==> src/rtl/ram_scan_pkg.sv <==
// Shared FSM state type and default RAM geometry for the DE1 32x4 RAM scan controller.
package ram_scan_pkg;

  typedef enum logic [1:0] {SCAN, WRITE, RD_WAIT} scan_state_t;

  localparam int RAM_ADDR_W = 5;
  localparam int RAM_DATA_W = 4;

endpackage

==> src/rtl/ram_scan_ctrl_if.sv <==
// Bundle of user-write, RAM and display signals around ram_scan_ctrl; master = controller side.
interface ram_scan_ctrl_if
  import ram_scan_pkg::*;
#(
  parameter int ADDR_W = RAM_ADDR_W,
  parameter int DATA_W = RAM_DATA_W
) ();

  // No backpressure anywhere: wr_req is a level whose 0->1 edge requests one write,
  // ram_wren is a one-cycle command, scan_valid is a one-cycle strobe with no ready.
  logic              wr_req;
  logic [ADDR_W-1:0] wr_addr;
  logic [DATA_W-1:0] wr_data;
  logic [ADDR_W-1:0] ram_addr;
  logic [DATA_W-1:0] ram_data;
  logic              ram_wren;
  logic [DATA_W-1:0] ram_q;
  logic [ADDR_W-1:0] scan_addr;
  logic [DATA_W-1:0] scan_data;
  logic              scan_valid;
  scan_state_t       dbg_state;

  modport master (
    input  wr_req, wr_addr, wr_data, ram_q,
    output ram_addr, ram_data, ram_wren, scan_addr, scan_data, scan_valid, dbg_state
  );

  modport slave (
    output wr_req, wr_addr, wr_data, ram_q,
    input  ram_addr, ram_data, ram_wren, scan_addr, scan_data, scan_valid, dbg_state
  );

endinterface

==> src/rtl/scan_tick_gen.sv <==
// Free-running divider: one-cycle tick every TICK_CYCLES enabled clocks; holds while en=0.
module scan_tick_gen #(
  parameter int TICK_CYCLES = 50_000_000
) (
  input  logic clk,
  input  logic reset_n,
  input  logic en,
  output logic tick
);

  localparam int CNT_W = (TICK_CYCLES > 1) ? $clog2(TICK_CYCLES) : 1;
  localparam logic [CNT_W-1:0] LAST = CNT_W'(TICK_CYCLES - 1);

  logic [CNT_W-1:0] cnt_q, cnt_d;

  always_comb begin
    cnt_d = cnt_q;
    if (en) cnt_d = (cnt_q == LAST) ? '0 : cnt_q + 1'b1;
  end

  always_ff @(posedge clk or negedge reset_n) begin
    if (!reset_n) cnt_q <= '0;
    else          cnt_q <= cnt_d;
  end

  assign tick = en && (cnt_q == LAST);

endmodule

==> src/rtl/ram_scan_ctrl.sv <==
// Scan/write controller for the 32x4 single-port RAM: sweeps reads for the HEX display, interleaves user writes.
// Optional RAM_SCAN_PAUSE_EN adds a pause input that freezes the scan tick.
module ram_scan_ctrl
  import ram_scan_pkg::*;
#(
  parameter int ADDR_W      = RAM_ADDR_W,
  parameter int DATA_W      = RAM_DATA_W,
  parameter int TICK_CYCLES = 50_000_000,
  parameter int RD_LATENCY  = 2
) (
  input  logic           clk,
  input  logic           reset_n,
`ifdef RAM_SCAN_PAUSE_EN
  input  logic           pause,
`endif
  ram_scan_ctrl_if.master bus
);

  localparam logic [1:0] LAT_LAST = 2'(RD_LATENCY - 1);

  scan_state_t       state_q;
  logic [ADDR_W-1:0] rd_ptr_q;
  logic [ADDR_W-1:0] scan_addr_q;
  logic [DATA_W-1:0] scan_data_q;
  logic              scan_valid_q;
  logic              wr_pend_q;
  logic              rd_pend_q;
  logic              prev_req_q;
  logic [1:0]        wait_q;
  logic              tick_en;
  logic              tick;
  logic              wr_edge;

`ifdef RAM_SCAN_PAUSE_EN
  assign tick_en = ~pause;
`else
  assign tick_en = 1'b1;
`endif

  scan_tick_gen #(.TICK_CYCLES(TICK_CYCLES)) u_tick (
    .clk     (clk),
    .reset_n (reset_n),
    .en      (tick_en),
    .tick    (tick)
  );

  assign wr_edge = bus.wr_req & ~prev_req_q;

  // Later assignments win: a tick on the launch cycle re-arms rd_pend, while an
  // edge landing in the WRITE cycle merges into the write being issued.
  always_ff @(posedge clk or negedge reset_n) begin
    if (!reset_n) begin
      state_q      <= SCAN;
      rd_ptr_q     <= '0;
      scan_addr_q  <= '0;
      scan_data_q  <= '0;
      scan_valid_q <= 1'b0;
      wr_pend_q    <= 1'b0;
      rd_pend_q    <= 1'b0;
      prev_req_q   <= 1'b0;
      wait_q       <= '0;
    end else begin
      prev_req_q   <= bus.wr_req;
      scan_valid_q <= 1'b0;
      if (tick)    rd_pend_q <= 1'b1;
      if (wr_edge) wr_pend_q <= 1'b1;
      case (state_q)
        SCAN: begin
          if (wr_pend_q) begin
            state_q <= WRITE;
          end else if (rd_pend_q) begin
            rd_pend_q <= tick;
            wait_q    <= '0;
            state_q   <= RD_WAIT;
          end
        end
        WRITE: begin
          wr_pend_q <= 1'b0;
          state_q   <= SCAN;
        end
        RD_WAIT: begin
          if (wait_q == LAT_LAST) begin
            scan_data_q  <= bus.ram_q;
            scan_addr_q  <= rd_ptr_q;
            scan_valid_q <= 1'b1;
            rd_ptr_q     <= rd_ptr_q + 1'b1;
            state_q      <= SCAN;
          end else begin
            wait_q <= wait_q + 1'b1;
          end
        end
        default: state_q <= SCAN;
      endcase
    end
  end

  // RAM controls decode straight from registered state so the read address is
  // already on the RAM during the launch cycle and wr_addr/wr_data are taken in WRITE.
  assign bus.ram_wren   = (state_q == WRITE);
  assign bus.ram_addr   = (state_q == WRITE) ? bus.wr_addr : rd_ptr_q;
  assign bus.ram_data   = (state_q == WRITE) ? bus.wr_data : '0;
  assign bus.scan_addr  = scan_addr_q;
  assign bus.scan_data  = scan_data_q;
  assign bus.scan_valid = scan_valid_q;
  assign bus.dbg_state  = state_q;

endmodule

==> src/flat_wrapper.sv <==
// flat-port wrapper written by rule: the top's interface ports become plain ports
module ram_scan_ctrl_flat import ram_scan_pkg::*;
#(
  parameter int ADDR_W      = RAM_ADDR_W,
  parameter int DATA_W      = RAM_DATA_W,
  parameter int TICK_CYCLES = 50_000_000,
  parameter int RD_LATENCY  = 2
)
  (clk, reset_n, bus_wr_req, bus_wr_addr, bus_wr_data, bus_ram_q, bus_ram_addr, bus_ram_data, bus_ram_wren, bus_scan_addr, bus_scan_data, bus_scan_valid, bus_dbg_state);
  ram_scan_ctrl_if #(.ADDR_W(ADDR_W), .DATA_W(DATA_W)) bus_i ();
  input  logic clk;
  input  logic reset_n;
  input wire logic [$bits(bus_i.wr_req)-1:0] bus_wr_req;
  input wire logic [$bits(bus_i.wr_addr)-1:0] bus_wr_addr;
  input wire logic [$bits(bus_i.wr_data)-1:0] bus_wr_data;
  input wire logic [$bits(bus_i.ram_q)-1:0] bus_ram_q;
  output wire logic [$bits(bus_i.ram_addr)-1:0] bus_ram_addr;
  output wire logic [$bits(bus_i.ram_data)-1:0] bus_ram_data;
  output wire logic [$bits(bus_i.ram_wren)-1:0] bus_ram_wren;
  output wire logic [$bits(bus_i.scan_addr)-1:0] bus_scan_addr;
  output wire logic [$bits(bus_i.scan_data)-1:0] bus_scan_data;
  output wire logic [$bits(bus_i.scan_valid)-1:0] bus_scan_valid;
  output wire logic [$bits(bus_i.dbg_state)-1:0] bus_dbg_state;
  assign bus_i.wr_req = bus_wr_req;
  assign bus_i.wr_addr = bus_wr_addr;
  assign bus_i.wr_data = bus_wr_data;
  assign bus_i.ram_q = bus_ram_q;
  assign bus_ram_addr = bus_i.ram_addr;
  assign bus_ram_data = bus_i.ram_data;
  assign bus_ram_wren = bus_i.ram_wren;
  assign bus_scan_addr = bus_i.scan_addr;
  assign bus_scan_data = bus_i.scan_data;
  assign bus_scan_valid = bus_i.scan_valid;
  assign bus_dbg_state = bus_i.dbg_state;
  ram_scan_ctrl #(.ADDR_W(ADDR_W), .DATA_W(DATA_W), .TICK_CYCLES(TICK_CYCLES), .RD_LATENCY(RD_LATENCY)) u_core (.clk(clk), .reset_n(reset_n), .bus(bus_i));
endmodule
==> config.mk <==
export PLATFORM = sky130hd
export DESIGN_NAME = ram_scan_ctrl_flat
export DESIGN_NICKNAME = d
export VERILOG_FILES = /design/src/rtl/ram_scan_pkg.sv /design/src/rtl/ram_scan_ctrl_if.sv /design/src/rtl/scan_tick_gen.sv /design/src/rtl/ram_scan_ctrl.sv /design/src/flat_wrapper.sv
export SDC_FILE = /design/constraint.sdc
export NUM_CORES = 1
export LEC_CHECK = 0
export CAP_MARGIN = 20
export CORE_MARGIN = 1.5
export CORE_UTILIZATION = 45
export DETAILED_ROUTE_END_ITERATION = 7
export GPL_TIMING_DRIVEN = 1
export PLACE_DENSITY_LB_ADDON = 0.08
export RECOVER_POWER = 50
export SLEW_MARGIN = 20
export SYNTH_ARGS = -nofsm -noshare
export SYNTH_HDL_FRONTEND = slang
export SYNTH_SLANG_ARGS = --single-unit
==> constraint.sdc <==
create_clock -name clk -period 2.85 [get_ports clk]
set_input_delay 0.7125 -clock clk [delete_from_list [all_inputs] [get_ports clk]]
set_output_delay 0.7125 -clock clk [all_outputs]
set_load 0.02 [all_outputs]
==> results of run 1 <==
==> power breakdown <==
part	total, mW	internal (mW)	switching (mW)
Sequential	0.716	0.696	0.0204
Combinational	0.289	0.154	0.135
Clock	0.398	0.171	0.227
==> metrics by stage <==
stage	cells	hold WS (ns)	util	area [um^2]	total power, mW
2_1_floorplan	216	0.417	-	2230	0.871
3_3_place_gp	318	0.455	0.565	2690	1.02
3_5_place_dp	318	0.462	0.565	2690	1.02
4_1_cts	326	0.406	0.583	2770	1.43
5_1_grt	326	0.502	0.579	2750	1.47
6_report	326	0.474	0.579	2750	1.40
==> final timing paths <==
kind                                                end  slack [ns]
min in group asynchronous        u_core.u_tick.cnt_q[9]        0.70
worst min-delay path             u_core.u_tick.cnt_q[0]        0.47
worst max register to register  u_core.u_tick.cnt_q[25]        0.80
worst min register to register   u_core.u_tick.cnt_q[0]        0.47
worst max-delay path                    bus_ram_addr[1]        0.17
max in group asynchronous              u_core.wr_pend_q        0.92
==> registers in the layout, summed over array words and instances, names as in the netlist <==
signal,cells
u_core.bus.scan_valid,1
u_core.u_tick.cnt_q,26
u_core.wr_pend_q,1
u_core.wait_q,2
u_core.bus.scan_data,4
u_core.rd_pend_q,1
u_core.prev_req_q,1
u_core.bus.dbg_state,2
u_core.rd_ptr_q,5
u_core.bus.scan_addr,5
==> worst register-to-register path, cell delays in order, from the launching register on <==
cell and delay (ns):
dfrtp_1 0.42, nand4_1 0.23, or4_4 0.63, or4_1 0.53, a21oi_1 0.16
==> cell families (layout without fill, tap and decap cells) <==
kind of cell | count (synthesis) | after routing
XOR/XNOR | 18 | 18
buffers and inverters | 14 | 57
adder cells (fa/ha/maj) | 3 | 3
AND/OR/NAND/NOR | 103 | 103
AO/OA/AOI/OAI | 25 | 25
flip-flops | 48 | 48
multiplexers | 5 | 5
==> cell type report <==
type                       count  area (um^2)  area share
inverter                       7         26.3     0.00954
clock buffer                   5         68.8      0.0250
sequential                    48         1200       0.436
clock inverter                 3         18.8     0.00682
multi-input combinational    154          965       0.350
timing repair buffer          42          390       0.142
tap                           67         83.8      0.0304
==> placed cells by master (no fill, tap or decap), drive strengths merged, types with 3 or more instances in the layout <==
cell / netlist / final
a21oi: 11 / 11
and2: 5 / 5
clkbuf: 3 / 9
clkdlybuf4s50: 0 / 35
clkinv: 0 / 3
dfrtp: 48 / 48
ha: 3 / 3
inv: 7 / 7
mux2: 5 / 5
nand2: 44 / 44
nand3: 6 / 6
nand4: 6 / 6
nor2: 11 / 11
nor2b: 3 / 3
nor4: 3 / 3
o21ai: 5 / 5
o31ai: 6 / 6
or3: 5 / 5
or4: 7 / 7
xnor2: 10 / 10
xor2: 8 / 8
==> metal layers <==
metal | wire length [um] | vias to the layer above | GRT usage
met5 | 0 | - | 0
met4 | 62 | 0 | 0.0617
met3 | 173 | 8 | 0.0480
met2 | 1820 | 23 | 0.244
met1 | 2090 | 759 | 0.238
li1 | - | 826 | -
==> impl_metrics.toml, run 1 <==
[logic_synthesis]
ys_types = 39
synth_top_cell_by_area = "dfrtp_1"
synthMuxAreaShare = 0.0252
synth.top_cell.area_share = 0.538
synth_area_leaders = "dfrtp_1 54%, nand2_1 7.4%, xnor2_1 3.9%"
synth_area_um2 = 2230
syn_nets = 235
ys.flop_type = "dfrtp_1"
synth_seq_area_share = 0.538
synth_common_cells = "48 x dfrtp_1, 44 x nand2_1, 11 x nor2_1"
syn-instance-count = 216
yosysMostFrequentCell = "dfrtp_1"
synthSimpleGateAreaFrac = 0.251
yosys.area_share.xor_xnor = 0.0705
synthAdderAreaFrac = 0.0168
synth_edf_count = 0
synth_warnings = 0
synth_area_per_cell_um2 = 10.3
synth_top_family_by_area = "simple AND/OR/NAND/NOR gates"
synth-compound-area-share = 0.0705
ys_ff_latch = 48
synthArstFlopShare = 1.00

[grt]
grt_pass1_vias = 1496
grt_overflow = 0
grt_pass1_wl_mm = 6.91
antenna_found_initial = 0
grt_max_degree = 27
grtUsageTotal = 0.168

[sta]
setup_tns_ns = 0
grt_setup_unrepaired = "false"
max_freq_ghz = 0.373
worst_pin_slew_ns = 1.37
final_max_slew_viol_count = 0
fin_crit_sh = 0.941
setup_slack_ns = 0.167
fin_skew_ns = 0.00739
slew_headroom = 0.0858
period_minus_slack_ns = 2.68
hold_viol_final = 0
report.final.setup_viol = 0

[layout]
fill_cells = 458
drive_above_1_share = 0.0965
synthToLayoutAreaGrowth_pct = 23.2
antennaDiodeCount = 0
nets = 277

[die]
pin_count = 38
fp.dieH_um = 73.5
die_w_um = 73.5
die-area_um2 = 5400
core_um2 = 4750
num_rows = 25
initial_core_util = 0.470

[drt]
routed_wl_mm = 4.15
drtIter0Drc = 104
drt_pass1_iterations = 4
vias = 1616
wl_per_cell_um = 12.7
avgViaCountPerCell = 4.96
drcViolationCount = 0
antenna_left = 0

[job]
maxCapViolations = 0

[critical_path]
cp_slowest_stage_delay_ns = 0.54
reg2reg_from = "u_core.u_tick.cnt_q[3]"
crit_required_ns = 2.14
crit_chain = "nor2b_1 > buf_4 > mux2_2 > clkdlybuf4s50_1"
crit_family = "buffers and inverters"
worstRegToRegCells = 4
critPathBufInv = 2
start_kind = "flop"
crit_arrival_ns = 1.97
critical_path_class = "flop to primary output"
end_kind = "primary output"
cp-startpoint = "u_core.bus.dbg_state[0]"
crit_cells = 4
crit_fanout = 11
slowest_stage = "clkdlybuf4s50_1"

[clocking]
clock_sinks = 48
cts_htree_levels = 2
clk_latency_ns = 0.30
path_clk_slew_ns = 0.09
ctsResizeCount = 0
cts_buffers = 5
postCtsSetupBuffers = 0
cts_hold_buf = 0
tritoncts = "yes"
clockBufferDepth = 2
cts-root-buf = "clkbuf_8"

[power_and_ir_drop]
p_leak_nw = 1.23
vdd_drop_max_v = 0.000409
pwr_density_cell_nw_per_um2 = 510

[hold_path]
worstHoldStart = "u_core.u_tick.cnt_q[0]"
hp-class = "flop to flop"
min_path_cells = 1

[run_status]
outcome = "completed"

[placed_design]
port-buffer-count = 37
post-place-ws_ns = 0.233
gp_congestion = 0.750
dp_hpwl_mm = 2.94
Power figures use the tool's default switching activity.
==> run 2, diff against run 1 <==
--- a/config.mk
+++ b/config.mk
@@ -12,7 +12,8 @@
 export GPL_TIMING_DRIVEN = 1
 export PLACE_DENSITY_LB_ADDON = 0.08
 export RECOVER_POWER = 50
-export SLEW_MARGIN = 20
+export SETUP_SLACK_MARGIN = 0.1
+export SLEW_MARGIN = 5
 export SYNTH_ARGS = -nofsm -noshare
 export SYNTH_HDL_FRONTEND = slang
 export SYNTH_SLANG_ARGS = --single-unit
==> constraint.sdc (replaced) <==
create_clock -name clk -period 3 [get_ports clk]
set_input_delay 0.75 -clock clk [delete_from_list [all_inputs] [get_ports clk]]
set_output_delay 0.75 -clock clk [all_outputs]
set_load 0.02 [all_outputs]
==> run 2 against run 1 <==
Effect of this change:
- sequential power fell by 5.3%
- count of clock-buffer cells in the layout did not move
- via count rose by 3.3%
- sequential cell count did not move
- register-to-register slack improved by 0.15 ns
- core utilization rose by 0.50 points
- largest cell class unchanged
- non-clock buffer count did not move
- critical endpoint is now bus_ram_addr[4]
==> impl_metrics.toml, run 2 (synthesis results as in run 1) <==
[clocking]
ctsResizeCount = 0
tritoncts = "yes"
cts_htree_levels = 2
clk_latency_ns = 0.30
path_clk_slew_ns = 0.08
cts_buffers = 5
postCtsSetupBuffers = 0
cts-root-buf = "clkbuf_8"
clock_sinks = 48
cts_hold_buf = 0
clockBufferDepth = 2

[sta]
final_max_slew_viol_count = 0
setup_tns_ns = 0
period_minus_slack_ns = 2.74
report.final.setup_viol = 0
fin_crit_sh = 0.913
hold_viol_final = 0
slew_headroom = 0.123
grt_setup_unrepaired = "false"
fin_skew_ns = 0.00801
max_freq_ghz = 0.365
worst_pin_slew_ns = 1.32

[drt]
avgViaCountPerCell = 5.12
routed_wl_mm = 4.30
drt_pass1_iterations = 4
wl_per_cell_um = 13.2
vias = 1670
drtIter0Drc = 58
drcViolationCount = 0
antenna_left = 0

[layout]
largest_reg_flops = 26
regMostFlops = "u_core.u_tick.cnt_q"
antennaDiodeCount = 0
fin_area_um2 = 2780
final_common_cell = "dfrtp_1"
fin_cells = 326
drive_above_1_share = 0.0965
nets = 277
synthToLayoutAreaGrowth_pct = 24.3
final_cell_mix = "48 x dfrtp_1, 44 x nand2_1, 35 x clkdlybuf4s50_1"

[die]
die_w_um = 73.5
num_rows = 25
core_um2 = 4750
initial_core_util = 0.470
die-area_um2 = 5400
fp.dieH_um = 73.5
pin_count = 38

[placed_design]
placed_cell_area_um2 = 2690
dp_hpwl_mm = 3.02
gp_congestion = 0.753
dp_cells = 318
port-buffer-count = 37

[grt]
busiest_layer = "met2"
grtUsageTotal = 0.171
grt_overflow = 0
met3_usage = 0.0439
globalRouteMet2Util = 0.263
grt_pass1_vias = 1545
grt_max_degree = 26
antenna_found_initial = 0
grt_pass1_wl_mm = 7.04
grtUsageMet1 = 0.231

[hold_path]
hp-class = "flop to flop"

[run_status]
outcome = "completed"

[critical_path]
crit_required_ns = 2.25
end_kind = "primary output"
start_kind = "flop"
crit_chain = "nor2b_1 > buf_4 > mux2_2 > clkdlybuf4s50_1"
cp_slowest_stage_delay_ns = 0.54
critical_path_class = "flop to primary output"
slowest_stage = "clkdlybuf4s50_1"
crit_fanout = 11
crit_arrival_ns = 1.99
critPathBufInv = 2
crit_family = "buffers and inverters"

[power_and_ir_drop]
vdd_drop_max_v = 0.000600
pwr_density_cell_nw_per_um2 = 495
p_leak_nw = 1.23

[job]
maxCapViolations = 0
[run 2: cell count changes in the layout (fill, tap and decap cells not counted), sizes merged]
| cell | before | now |
|---|---|---|
| clkinv | 3 | 1 |
| bufinv | 0 | 1 |
| clkinvlp | 0 | 1 |
[run 2: power breakdown]
group          internal (mW)  total [mW]  switching, mW  leakage (nW)
Combinational          0.123       0.231          0.108         0.548
Clock                  0.247       0.466          0.220        0.0541
Sequential             0.660       0.678         0.0183         0.630
Total                   1.03        1.38          0.346          1.23
[run 2: final cells by class]
cell class / count / area (um^2)
repair buffers: 42 / 390
clock buffers: 5 / 68.8
inverters: 7 / 26.3
flip-flops and latches: 48 / 1200
well taps: 67 / 83.8
multi-input cells: 154 / 965
fillers: 426 / 1980
clock inverters: 3 / 42.5
[run 2: path summary, 6_finish.rpt]
check                           cells after the start  slack, ns                      end                    start
worst min-delay path                                1       0.47   u_core.u_tick.cnt_q[0]   u_core.u_tick.cnt_q[0]
max in group asynchronous                           2       0.99         u_core.rd_pend_q                  reset_n
min in group asynchronous                           1       0.71   u_core.u_tick.cnt_q[8]                  reset_n
worst max-delay path                                4       0.26          bus_ram_addr[4]  u_core.bus.dbg_state[0]
worst min register to register                      1       0.47   u_core.u_tick.cnt_q[0]   u_core.u_tick.cnt_q[0]
worst max register to register                      4       0.95  u_core.u_tick.cnt_q[25]   u_core.u_tick.cnt_q[3]
[run 2: through the flow]
step           worst slack (ns)  utilization  hold WS, ns  power, mW
2_1_floorplan             0.678            -        0.433      0.800
3_3_place_gp              0.312        0.565        0.456      0.924
3_5_place_dp              0.301        0.565        0.462      0.925
4_1_cts                   0.253        0.588        0.432       1.39
5_1_grt                   0.125        0.584        0.497       1.44
6_report                  0.260        0.584        0.468       1.38
[run 2: layer usage]
layer / up-vias / share of wire
met1: 811 / 0.50
met3: 5 / 0.040
met4: 0 / 0.016
met2: 29 / 0.44
met5: - / 0
li1: 825 / -
